## src/rtl/proc_pkg.sv

```systemverilog
// rtl/proc_pkg.sv - shared processor types: fetch states, fault codes, memory defaults
//
// Purpose: types and constants shared by the fetch unit and the core FSM's
//          exception logic.
// Contents:
//   fetch_state_t   - fetch unit FSM encoding
//   FAULT_*         - 2-bit fetch fault codes reported on fault
//   DEF_ADDR_W      - default RAM address width
//   DEF_RAM_LATENCY - default RAM read latency in cycles
package proc_pkg;

    typedef enum logic [2:0] {
        FS_IDLE  = 3'd0,
        FS_ISSUE = 3'd1,
        FS_DRAIN = 3'd2,
        FS_DONE  = 3'd3,
        FS_FAULT = 3'd4
    } fetch_state_t;

    localparam logic [1:0] FAULT_NONE     = 2'b00;
    localparam logic [1:0] FAULT_MISALIGN = 2'b01;
    localparam logic [1:0] FAULT_RANGE    = 2'b10;

    localparam int DEF_ADDR_W      = 16;
    localparam int DEF_RAM_LATENCY = 2;

endpackage

```

## src/rtl/instr_fetch_unit.sv

```systemverilog
// rtl/instr_fetch_unit.sv - multi-cycle byte-wide instruction fetch stage
//
// Purpose: reads one 32-bit little-endian instruction from a byte-wide RAM,
//          one byte per cycle, and holds it until the core acknowledges it.
//          Misaligned or out-of-range PCs are reported as faults with no RAM
//          access.
// Ports:
//   clk          system clock
//   rst          asynchronous active-low reset
//   fetch_req    start a fetch at fetch_pc (sampled only when accepting)
//   fetch_pc     byte address of the instruction
//   instr_ack    core consumed instr / fault
//   fetch_flush  abort the current fetch, highest priority
//   busy         state is not IDLE
//   instr_valid  instr holds a complete word
//   instr        fetched instruction
//   fault        00 none, 01 misaligned, 10 out of range
//   ram_addr     RAM read address (registered)
//   ram_rden     RAM read enable (registered)
//   ram_q        RAM read data, valid RAM_LATENCY cycles after the address
module instr_fetch_unit
    import proc_pkg::*;
#(
    parameter int ADDR_W      = DEF_ADDR_W,
    parameter int RAM_LATENCY = DEF_RAM_LATENCY
) (
    input  logic              clk,
    input  logic              rst,
    input  logic              fetch_req,
    input  logic [31:0]       fetch_pc,
    input  logic              instr_ack,
    input  logic              fetch_flush,
    output logic              busy,
    output logic              instr_valid,
    output logic [31:0]       instr,
    output logic [1:0]        fault,
    output logic [ADDR_W-1:0] ram_addr,
    output logic              ram_rden,
    input  logic [7:0]        ram_q
);

    fetch_state_t           state;
    logic [1:0]             issue_k;
    // Tag pipeline: one entry per read in flight, aligned so the last stage
    // is valid exactly in the cycle its byte is present on ram_q.
    logic [RAM_LATENCY-1:0] tag_v;
    logic [1:0]             tag_idx [RAM_LATENCY];

    logic                   accept;
    logic [1:0]             req_fault;
    logic                   cap_v;
    logic [1:0]             cap_idx;

    always_comb begin
        req_fault = FAULT_NONE;
        if (fetch_pc[1:0] != 2'b00) begin
            req_fault = FAULT_MISALIGN;
        end else if ((fetch_pc >> ADDR_W) != 32'd0) begin
            req_fault = FAULT_RANGE;
        end
        accept  = fetch_req && ((state == FS_IDLE) ||
                  (((state == FS_DONE) || (state == FS_FAULT)) && instr_ack));
        cap_v   = tag_v[RAM_LATENCY-1];
        cap_idx = tag_idx[RAM_LATENCY-1];
    end

    always_ff @(posedge clk or negedge rst) begin
        if (!rst) begin
            state       <= FS_IDLE;
            busy        <= 1'b0;
            instr_valid <= 1'b0;
            instr       <= 32'd0;
            fault       <= FAULT_NONE;
            ram_addr    <= '0;
            ram_rden    <= 1'b0;
            issue_k     <= 2'd0;
            tag_v       <= '0;
            for (int i = 0; i < RAM_LATENCY; i++) begin
                tag_idx[i] <= 2'd0;
            end
        end else if (fetch_flush) begin
            // Dropping the tags discards bytes still returning from the RAM;
            // instr deliberately keeps its last value.
            state       <= FS_IDLE;
            busy        <= 1'b0;
            instr_valid <= 1'b0;
            fault       <= FAULT_NONE;
            ram_addr    <= '0;
            ram_rden    <= 1'b0;
            issue_k     <= 2'd0;
            tag_v       <= '0;
        end else begin
            // The read presented this cycle enters the tag pipeline at its end.
            tag_v[0]   <= ram_rden;
            tag_idx[0] <= issue_k;
            for (int i = 1; i < RAM_LATENCY; i++) begin
                tag_v[i]   <= tag_v[i-1];
                tag_idx[i] <= tag_idx[i-1];
            end

            if (cap_v) begin
                instr[{cap_idx, 3'b000} +: 8] <= ram_q;
            end

            case (state)
                FS_IDLE, FS_DONE, FS_FAULT: begin
                    if (accept) begin
                        busy        <= 1'b1;
                        instr_valid <= 1'b0;
                        instr       <= 32'd0;
                        fault       <= req_fault;
                        if (req_fault != FAULT_NONE) begin
                            state <= FS_FAULT;
                        end else begin
                            state    <= FS_ISSUE;
                            ram_addr <= fetch_pc[ADDR_W-1:0];
                            ram_rden <= 1'b1;
                            issue_k  <= 2'd0;
                        end
                    end else if ((state != FS_IDLE) && instr_ack) begin
                        state       <= FS_IDLE;
                        busy        <= 1'b0;
                        instr_valid <= 1'b0;
                        fault       <= FAULT_NONE;
                    end
                end
                FS_ISSUE: begin
                    if (issue_k == 2'd3) begin
                        state    <= FS_DRAIN;
                        ram_rden <= 1'b0;
                    end else begin
                        issue_k  <= issue_k + 2'd1;
                        ram_addr <= ram_addr + 1'b1;
                    end
                end
                FS_DRAIN: begin
                    if (cap_v && (cap_idx == 2'd3)) begin
                        state       <= FS_DONE;
                        instr_valid <= 1'b1;
                    end
                end
                default: begin
                    state <= FS_IDLE;
                    busy  <= 1'b0;
                end
            endcase
        end
    end

endmodule

```

## config.mk

```make
export PLATFORM = sky130hd
export DESIGN_NAME = instr_fetch_unit
export DESIGN_NICKNAME = d
export VERILOG_FILES = /design/src/rtl/proc_pkg.sv /design/src/rtl/instr_fetch_unit.sv
export SDC_FILE = /design/constraint.sdc
export NUM_CORES = 1
export LEC_CHECK = 0
export BUFFER_PORTS_ARGS = -buffer_cell sky130_fd_sc_hd__buf_4
export CAP_MARGIN = 20
export CORE_ASPECT_RATIO = 0.6
export CORE_MARGIN = 2
export CORE_UTILIZATION = 35
export DETAILED_ROUTE_END_ITERATION = 16
export SYNTH_ARGS = -nofsm -noshare
export SYNTH_HDL_FRONTEND = slang
export SYNTH_SLANG_ARGS = --single-unit
```

## constraint.sdc

```tcl
create_clock -name clk -period 2.3 [get_ports clk]
set_input_delay 0.345 -clock clk [delete_from_list [all_inputs] [get_ports clk]]
set_output_delay 0.345 -clock clk [all_outputs]
set_load 0.05 [all_outputs]
```

* Word-level counts from Yosys, hierarchy flattened
Cells that the tools add are included.
Word-level totals: flip-flop bits (word level) 64, output and inout port bits 53, word-level logic and storage cells 93
Cells by class: add/subtract/negate cells 3, equal/unequal tests 13, shift operators 2, muxes and demuxes 41, reduce and logical (&&, ||, !) cells 23
Operators by type and width (count):
- $mux 32 | 3
- $mux 16 | 4
- $bwmux 32 | 1
- $pmux 16 s2 | 1
- $reduce_bool 32->1 | 1
- $shift 8x7->32 const A | 1
- $shiftx 8x7->32 | 1
- $mux 2 | 11
- $mux 3 | 6
- $add 16x1->16 const B | 1
- $ne 3x3->1 const B | 5
- $reduce_bool 3->1 | 4
- $mux 1 | 10
- $pmux 3 s3 | 1
- $reduce_and 4->1 | 2
- $neg 5->7 | 1
- $eq 3x2->1 const B | 2
- $pmux 1 s2 | 3
- $reduce_and 3->1 | 2
- $reduce_bool 2->1 | 3
- $eq 2x2->1 const B | 2
- $logic_and 1x1->1 | 4
- $ne 4x4->1 const B | 1
- $pmux 2 s2 | 1
- other kinds (9) | 11

* Longest topological paths before layout
Gate-level depths: netlist of the first run.
word-level depth 8, gate-level depth with buffers 8, depth with buffers taken out 6

* Worst setup path after synthesis of the first run
OpenSTA, ideal clock, no wires.
path kind flip-flop to flip-flop, start register tag_idx, in the netlist cap_idx[0], end register instr[24], library setup time 0.076 ns, data arrival time 1.793 ns, required time 2.224 ns, path slack 0.431 ns, cell stages (with the launch flop) 6, path buffers 0, clock period less this slack 1.869 ns, cells stage by stage dfrtp_1 > inv_1 > ha_1 > nor4_1 > a22oi_1 > nor2_1
On the way: cells in the longest elaborated chain, start to end 6
Ends and longest elaborated chain:
- start, declared | RTL line instr_fetch_unit.sv:47 | logic [1:0] tag_idx [RAM_LATENCY];
- start signal, assigned by index | RTL line instr_fetch_unit.sv:98 | tag_idx[i] <= tag_idx[i-1];
- $neg 5->7 (*) | RTL line instr_fetch_unit.sv:102 | instr[{cap_idx, 3'b000} +: 8] <= ram_q;
- $shiftx 8x7->32 / $shift 8x7->32 (equally long branches) | RTL line instr_fetch_unit.sv:102
- $bwmux 32 (*) | RTL line instr_fetch_unit.sv:102
- $mux 32 (*) | RTL line instr_fetch_unit.sv:101 | if (cap_v) begin
- $mux 32 | RTL line instr_fetch_unit.sv:107 | if (accept) begin
- $mux 32 (*) | RTL line instr_fetch_unit.sv:105 | case (state)
- end signal, assigned by index | RTL line instr_fetch_unit.sv:102
- end, declared | RTL line instr_fetch_unit.sv:35 | output logic [31:0] instr,
Mark *: on every way between the ends. The rest lies on a longest branch, timed or not. A chain may end at the register's enable or synchronous reset.

* Final worst setup path of the first run
start register state[0], end register ram_addr[1]
On the way: cells in the longest elaborated chain, start to end 7
Ends and longest elaborated chain:
- start, declared | RTL line instr_fetch_unit.sv:42 | fetch_state_t state;
- start signal, assigned | RTL line instr_fetch_unit.sv:69 | state <= FS_IDLE;
- start signal, assigned | RTL line instr_fetch_unit.sv:84 | state <= FS_IDLE;
- start signal, assigned | RTL line instr_fetch_unit.sv:113 | state <= FS_FAULT;
- $eq 3x2->1 / $eq 3x3->1 (equally long branches) | RTL line instr_fetch_unit.sv:62, instr_fetch_unit.sv:105
- $logic_or 1x1->1 | RTL line instr_fetch_unit.sv:62 | (((state == FS_DONE) || (state == FS_FAULT)) && instr_ack));
- $logic_and 1x1->1 | RTL line instr_fetch_unit.sv:62
- $logic_or 1x1->1 | RTL line instr_fetch_unit.sv:61 | accept = fetch_req && ((state == FS_IDLE) ||
- $logic_and 1x1->1 | RTL line instr_fetch_unit.sv:61
- $ne 3x3->1 (no line)
- $reduce_and 4->1 (no line)
- end signal, assigned | RTL line instr_fetch_unit.sv:116 | ram_addr <= fetch_pc[ADDR_W-1:0];
- end signal, assigned | RTL line instr_fetch_unit.sv:133 | ram_addr <= ram_addr + 1'b1;
- end, declared | RTL line instr_fetch_unit.sv:37 | output logic [ADDR_W-1:0] ram_addr,
Several ways; a longest one is shown, not always the timed one.

==> results of run 1 <==
## cells by family (layout without fill, tap and decap cells)
kind of cell / count (synthesis) / count (layout) / share of synthesized area, %
AO/OA/AOI/OAI: 98 / 98 / 22.76
AND/OR/NAND/NOR: 111 / 111 / 17.64
flip-flops: 64 / 64 / 49.29
adder cells (fa/ha/maj): 7 / 7 / 2.695
buffers and inverters: 32 / 139 / 4.505
XOR/XNOR: 3 / 3 / 0.8088
multiplexers: 7 / 7 / 2.310
## placed cells by master, fill, tap and decap left out, types with 3 or more instances in the layout
master	netlist	final
clkbuf_8	0	3
inv_1	17	17
nor4b_2	3	3
nor2_1	49	48
mux2_2	4	4
o22ai_1	10	10
a22o_1	3	3
nand3_1	8	8
nor3_1	4	4
mux2i_1	3	3
dfrtp_1	64	64
a32oi_1	4	4
o2bb2ai_1	9	9
nor4_1	10	10
clkbuf_16	0	9
buf_4	1	106
o21ai_0	5	5
nand4_1	3	3
a22oi_1	37	37
o31a_1	5	5
a21oi_1	13	13
nand2_1	16	16
nor2b_1	3	3
ha_1	7	7
## area by class of cell
class                           instances  share of cell area (%)
Clock buffer                           12                   6.019
Clock inverter                          4                   1.159
Inverter                               17                   1.441
Multi-Input combinational cell        226                   33.96
Sequential cell                        64                   36.17
Tap cell                              116                   3.278
Timing Repair Buffer                  106                   17.97
## Yosys cell counts, types with 5 or more instances
library cell  number  area share (%)
o22ai_1           10             1.9
ha_1               7             2.7
o21ai_0            5            0.77
o31a_1             5             1.3
clkbuf_1           5            0.58
dfrtp_1           64              49
nand3_1            8             1.2
buf_2              6            0.92
inv_1             17             2.0
nand2_1           16             1.8
o2bb2ai_1          9             2.4
nor2_1            49             5.7
a21oi_1           13             2.0
nor4_1            10             1.9
a22oi_1           37             8.5
## where the power goes
group          switching (mW)  internal [mW]
Combinational           0.154          0.105
Sequential             0.0136           1.14
Clock                   0.490          0.927
## routing by layer
metal	GRT usage [%]	wire length [um]	vias to the layer above
met5	0	0	-
met2	24.15	3804	128
met1	28.93	4567	1461
li1	-	-	1412
met4	4.945	58	0
met3	4.840	700	6
## registers in the layout, indices dropped and copies added (netlist names)
signal,count
ram_rden,1
tag_v,2
instr,32
cap_idx,2
instr_valid,1
ram_addr,16
fault,2
tag_idx,2
busy,1
issue_k,2
state,3
## worst min-delay path by stage
stage                  end  slack [ns]  depth (start not counted)
6_report          instr[5]        0.11                          1
5_1_grt        ram_addr[2]        0.18                          1
4_1_cts           instr[5]        0.15                          1
3_5_place_dp      tag_v[1]        0.45                          1
3_3_place_gp      tag_v[1]        0.45                          1
2_1_floorplan         busy        0.05                          0
## metrics by stage
stage               worst slack [ns]  utilization [%]
finish                        0.1535            48.73
global route                 0.02197            48.73
CTS                           0.1644            48.73
detailed placement            0.1164            45.23
global placement              0.2421            45.23
floorplan                     0.4312                -
==> run summary, run 1 <==
Initial antenna violation count - 0
Library cells used by synthesis - 48
Synthesized flop and latch total - 64
DP Wirelength - 6.538 mm
Congestion Overflow GR - 0
Clk Tree Root Cell - clkbuf_16
Final hold vios - 0
Fin cells - 545
Worst Path Buf+Inv - 0
WHS - 0.1081 ns
Ant. Diodes - 0
Hold Crit Class - input port to asynchronous set/reset pin
Async SR Flop Fraction - 100.0%
Tcrit/Tclk final - 93.32%
CTS tree - yes
Hold_buf cts - 0
Reg2reg path depth - 5
Design area - 4428 um^2
Power density cells - 639.6 nW/um^2
Max stage delay on crit path - 0.67 ns
Minimum clock period - 2.146 ns
Layout fillers - 867
Routed WL - 9.131 mm
R2R Setup Slk - 0.15 ns
IO Pins - 98
Post-synth EDFFs - 0
Area after DPL - 4110 um^2
CTS-repair resized insts - 0
Most frequent CP cell - nor2_1
Die W - 128.4 um
Vias in the first global route - 2718
Wire length of the first global-routing pass - 14.33 mm
FF+latch area - 1602 um^2
RSZ-0062 raised after global routing - no
FP Rows - 27
Synth warnings - 0
NumNets Final - 476
Most used flip-flop cell after synthesis - dfrtp_1
Largest net degree at the start of global routing - 65
WP depth - 5
Number of setup buffers added after CTS - 0
Worst Path Required - 2.55 ns
Setup Skew - 0.005428 ns
Syn-to-layout area delta - 36.27%
Post-synth net total - 374
Status - finished clean
Synthesized area per cell - 10.09 um^2
Synthesized cell area - 3249 um^2
CTS sink cnt - 64
Clk buf depth - 2
CTS H-tree lvls - 3
Setup crit start - state[0]
Max_slew headroom - 39.86%
GP Congestion - 0.8289
WL/cell - 16.75 um
CP delay by family, top - simple AND/OR/NAND/NOR gates
Total GRT Usage - 18.36%
Crit-path slowest cell - nor2_1
Achievable Freq - 465.9 MHz
Worst Setup End Kind - flip-flop
Gate count after technology mapping - 322
Worst r2r src - state[0]
Area of the multi-input gates - 1504 um^2
Leak - 2.138 nW
Worst slew pin tran - 0.8988 ns
Worst-path cell chain - or3b_2 > nor2_1 > nor2_1 > and2_0 > o2bb2ai_1
Peak supply drop - 0.3719 mV
Setup_tns - 0 ns
Die area - 10100 um^2
Total power - 2.832 mW
Clock buffer count from CTS - 9
Vias per cell - 5.517
Share of cells above drive strength 1 - 31.70%
DRT iter0 DRCs - 262
RR Endpoint - ram_addr[1]
CP Launch Type - flip-flop
Setup crit end - ram_addr[1]
Initial Utilization - 35.76%
# DRC - 0
Crit path DAT - 2.40 ns
Iteration count of the initial detailed-routing pass - 5
Number of buffers added on ports - 97
Vias - 3007
Clk Latency, worst-skew pair - 0.33 ns
Placed cells - 529
Maximum capacitance violations - 0
Critical path fanouts, max - 14
Critical path class - flip-flop to flip-flop
CTS clk-pin slew, worst paths - 0.05 ns
Die Ht - 78.64 um
Post-route ant nets - 0
Sequential area share after synthesis - 49.29%
Slew Limit Fails - 0
Final setup violation count - 0
Core area - 9087 um^2
Power figures use the tool's default switching activity.
==> inputs of run 2 (changes only) <==
--- a/config.mk
+++ b/config.mk
@@ -8,7 +8,6 @@
 export BUFFER_PORTS_ARGS = -buffer_cell sky130_fd_sc_hd__buf_4
 export CAP_MARGIN = 20
 export CORE_ASPECT_RATIO = 0.6
-export CORE_MARGIN = 2
 export CORE_UTILIZATION = 35
 export DETAILED_ROUTE_END_ITERATION = 16
 export SYNTH_ARGS = -nofsm -noshare
==> run summary, run 2 (synthesis results as in run 1) <==
Status - finished clean (unchanged)
Setup crit start - state[2] (was state[0])
Wire length of the first global-routing pass - 15.10 mm (was 14.33 mm)
Critical path fanouts, max - 16 (was 14)
R2R Setup Slk - 0.20 ns (was 0.15 ns)
Clk network pwr share - 47.7% (was 50.0%)
Area of the multi-input gates - 1504 um^2 (unchanged)
Syn-to-layout area delta - 36.31% (was 36.27%)
Power share of the combinational group - 9.7% (was 9.1%)
Critical path class - flip-flop to flip-flop (unchanged)
Worst Path Required - 2.54 ns (was 2.55 ns)
Worst Setup End Kind - flip-flop (unchanged)
WL/cell - 17.10 um (was 16.75 um)
Routed WL - 9.334 mm (was 9.131 mm)
Cell Int Power - 2.065 mW (was 2.174 mW)
Peak supply drop - 0.3476 mV (was 0.3719 mV)
Final hold vios - 0 (unchanged)
IO Pins - 98 (unchanged)
Total GRT Usage - 20.34% (was 18.36%)
Congestion Overflow GR - 0 (unchanged)
Tcrit/Tclk final - 91.42% (was 93.32%)
FF+latch area - 1602 um^2 (unchanged)
Number of setup buffers added after CTS - 0 (unchanged)
Max reg flops - 32 (unchanged)
P_sw - 0.6482 mW (was 0.6581 mW)
Largest net degree at the start of global routing - 65 (unchanged)
Share of cells above drive strength 1 - 32.03% (was 31.70%)
Die area - 9686 um^2 (was 10100 um^2)
Commonest non-fill, non-tap cell in the layout - buf_4 (unchanged)
Sw frac - 23.89% (was 23.24%)
Maximum capacitance violations - 0 (unchanged)
Setup_tns - 0 ns (unchanged)
Most frequent cells in the layout - buf_4, dfrtp_1, nor2_1 (unchanged)
Hold_buf cts - 0 (unchanged)
Vias per cell - 5.516 (was 5.517)
Worst r2r src - state[2] (was state[0])
RSZ-0062 raised after global routing - no (unchanged)
Number of buffers added on ports - 97 (unchanged)
Setup Skew - 0.003871 ns (was 0.005428 ns)
Design area - 4429 um^2 (was 4428 um^2)
Slew Limit Fails - 0 (unchanged)
Die Ht - 76.64 um (was 78.64 um)
Initial antenna violation count - 0 (unchanged)
# DRC - 0 (unchanged)
Post-route ant nets - 0 (unchanged)
CTS-repair resized insts - 0 (unchanged)
Regs by FF count - instr (32), ram_addr (16), state (3) (unchanged)
Clk Tree Root Cell - clkbuf_16 (unchanged)
Power density cells - 612.6 nW/um^2 (was 639.6 nW/um^2)
Initial Utilization - 37.13% (was 35.76%)
RR Endpoint - ram_addr[5] (was ram_addr[1])
GP Congestion - 0.8080 (was 0.8289)
Reg2reg path depth - 5 (unchanged)
Area after DPL - 4143 um^2 (was 4110 um^2)
Clk Latency, worst-skew pair - 0.33 ns (about the same)
Layout fillers - 782 (was 867)
Achievable Freq - 475.6 MHz (was 465.9 MHz)
Vias - 3012 (was 3007)
CTS clk-pin slew, worst paths - 0.05 ns (about the same)
Register share of total power - 42.6% (was 40.8%)
CTS tree - yes (unchanged)
Crit path DAT - 2.35 ns (was 2.40 ns)
CTS H-tree lvls - 3 (unchanged)
Core area - 8751 um^2 (was 9087 um^2)
Minimum clock period - 2.103 ns (was 2.146 ns)
Die W - 126.4 um (was 128.4 um)
Clk buf depth - 2 (unchanged)
Final setup violation count - 0 (unchanged)
CP Launch Type - flip-flop (unchanged)
Worst slew pin tran - 0.8160 ns (was 0.8988 ns)
DRT iter0 DRCs - 240 (was 262)
CTS sink cnt - 64 (unchanged)
Ant. Diodes - 0 (unchanged)
DP Wirelength - 6.828 mm (was 6.538 mm)
Max_slew headroom - 45.60% (was 39.86%)
Clock buffer count from CTS - 9 (unchanged)
NumNets Final - 481 (was 476)
Iteration count of the initial detailed-routing pass - 5 (unchanged)
FP Rows - 26 (was 27)
Largest register by flop count - instr (unchanged)
Vias in the first global route - 2844 (was 2718)
Leak - 2.145 nW (was 2.138 nW)
Hold Crit Class - input port to asynchronous set/reset pin (unchanged)
-- run 2: power groups by stage --
stage               Sequential (mW)  Combinational (mW)  Clock [mW]
floorplan                      1.22              0.0826           0
global placement               1.18               0.261           0
detailed placement             1.18               0.262           0
CTS                            1.16               0.263        1.31
global route                   1.16               0.285        1.37
finish                         1.16               0.262        1.29
-- run 2: metal layers --
layer	vias to the layer above	wire length (um)	GRT usage, %
met4	0	102	5.422
met3	12	634	5.407
met1	1451	4856	32.24
met2	138	3740	26.24
met5	-	0	0
li1	1411	-	-
-- run 2: final cells by class --
| type | count | share of cell area [%] |
|---|---|---|
| inverters | 17 | 1.441 |
| flip-flops and latches | 64 | 36.16 |
| multi-input cells | 226 | 33.95 |
| clock buffers | 14 | 6.186 |
| well taps | 112 | 3.164 |
| repair buffers | 111 | 18.81 |
| clock inverters | 2 | 0.2825 |
-- run 2: worst max path at each step --
stage                        end  depth (start not counted)
floorplan              instr[24]                          5
global placement    ram_addr[14]                          5
detailed placement   ram_addr[5]                          6
CTS                  ram_addr[5]                          5
global route         ram_addr[5]                          5
finish               ram_addr[5]                          5
-- run 2: through the flow --
stage | utilization (%) | std cells | power (mW) | setup slack (ns) | hold WS, ns
final | 50.61 | 546 | 2.713 | 0.1973 | 0.1076
after global routing | 50.61 | 546 | 2.809 | 0.09446 | 0.1886
after CTS | 50.61 | 546 | 2.731 | 0.2255 | 0.1395
after detailed placement | 47.34 | 530 | 1.438 | 0.2273 | 0.4520
after global placement | 47.34 | 530 | 1.437 | 0.3108 | 0.4513
after floorplan | - | 322 | 1.299 | 0.4312 | 0.04941
-- run 2: worst max-delay path, stage by stage, from the launching register on --
cell	delay, ns
dfrtp_1	0.50
nand2b_1	0.30
o22ai_4	0.31
nand4_4	0.22
o31a_4	0.47
o22ai_1	0.21
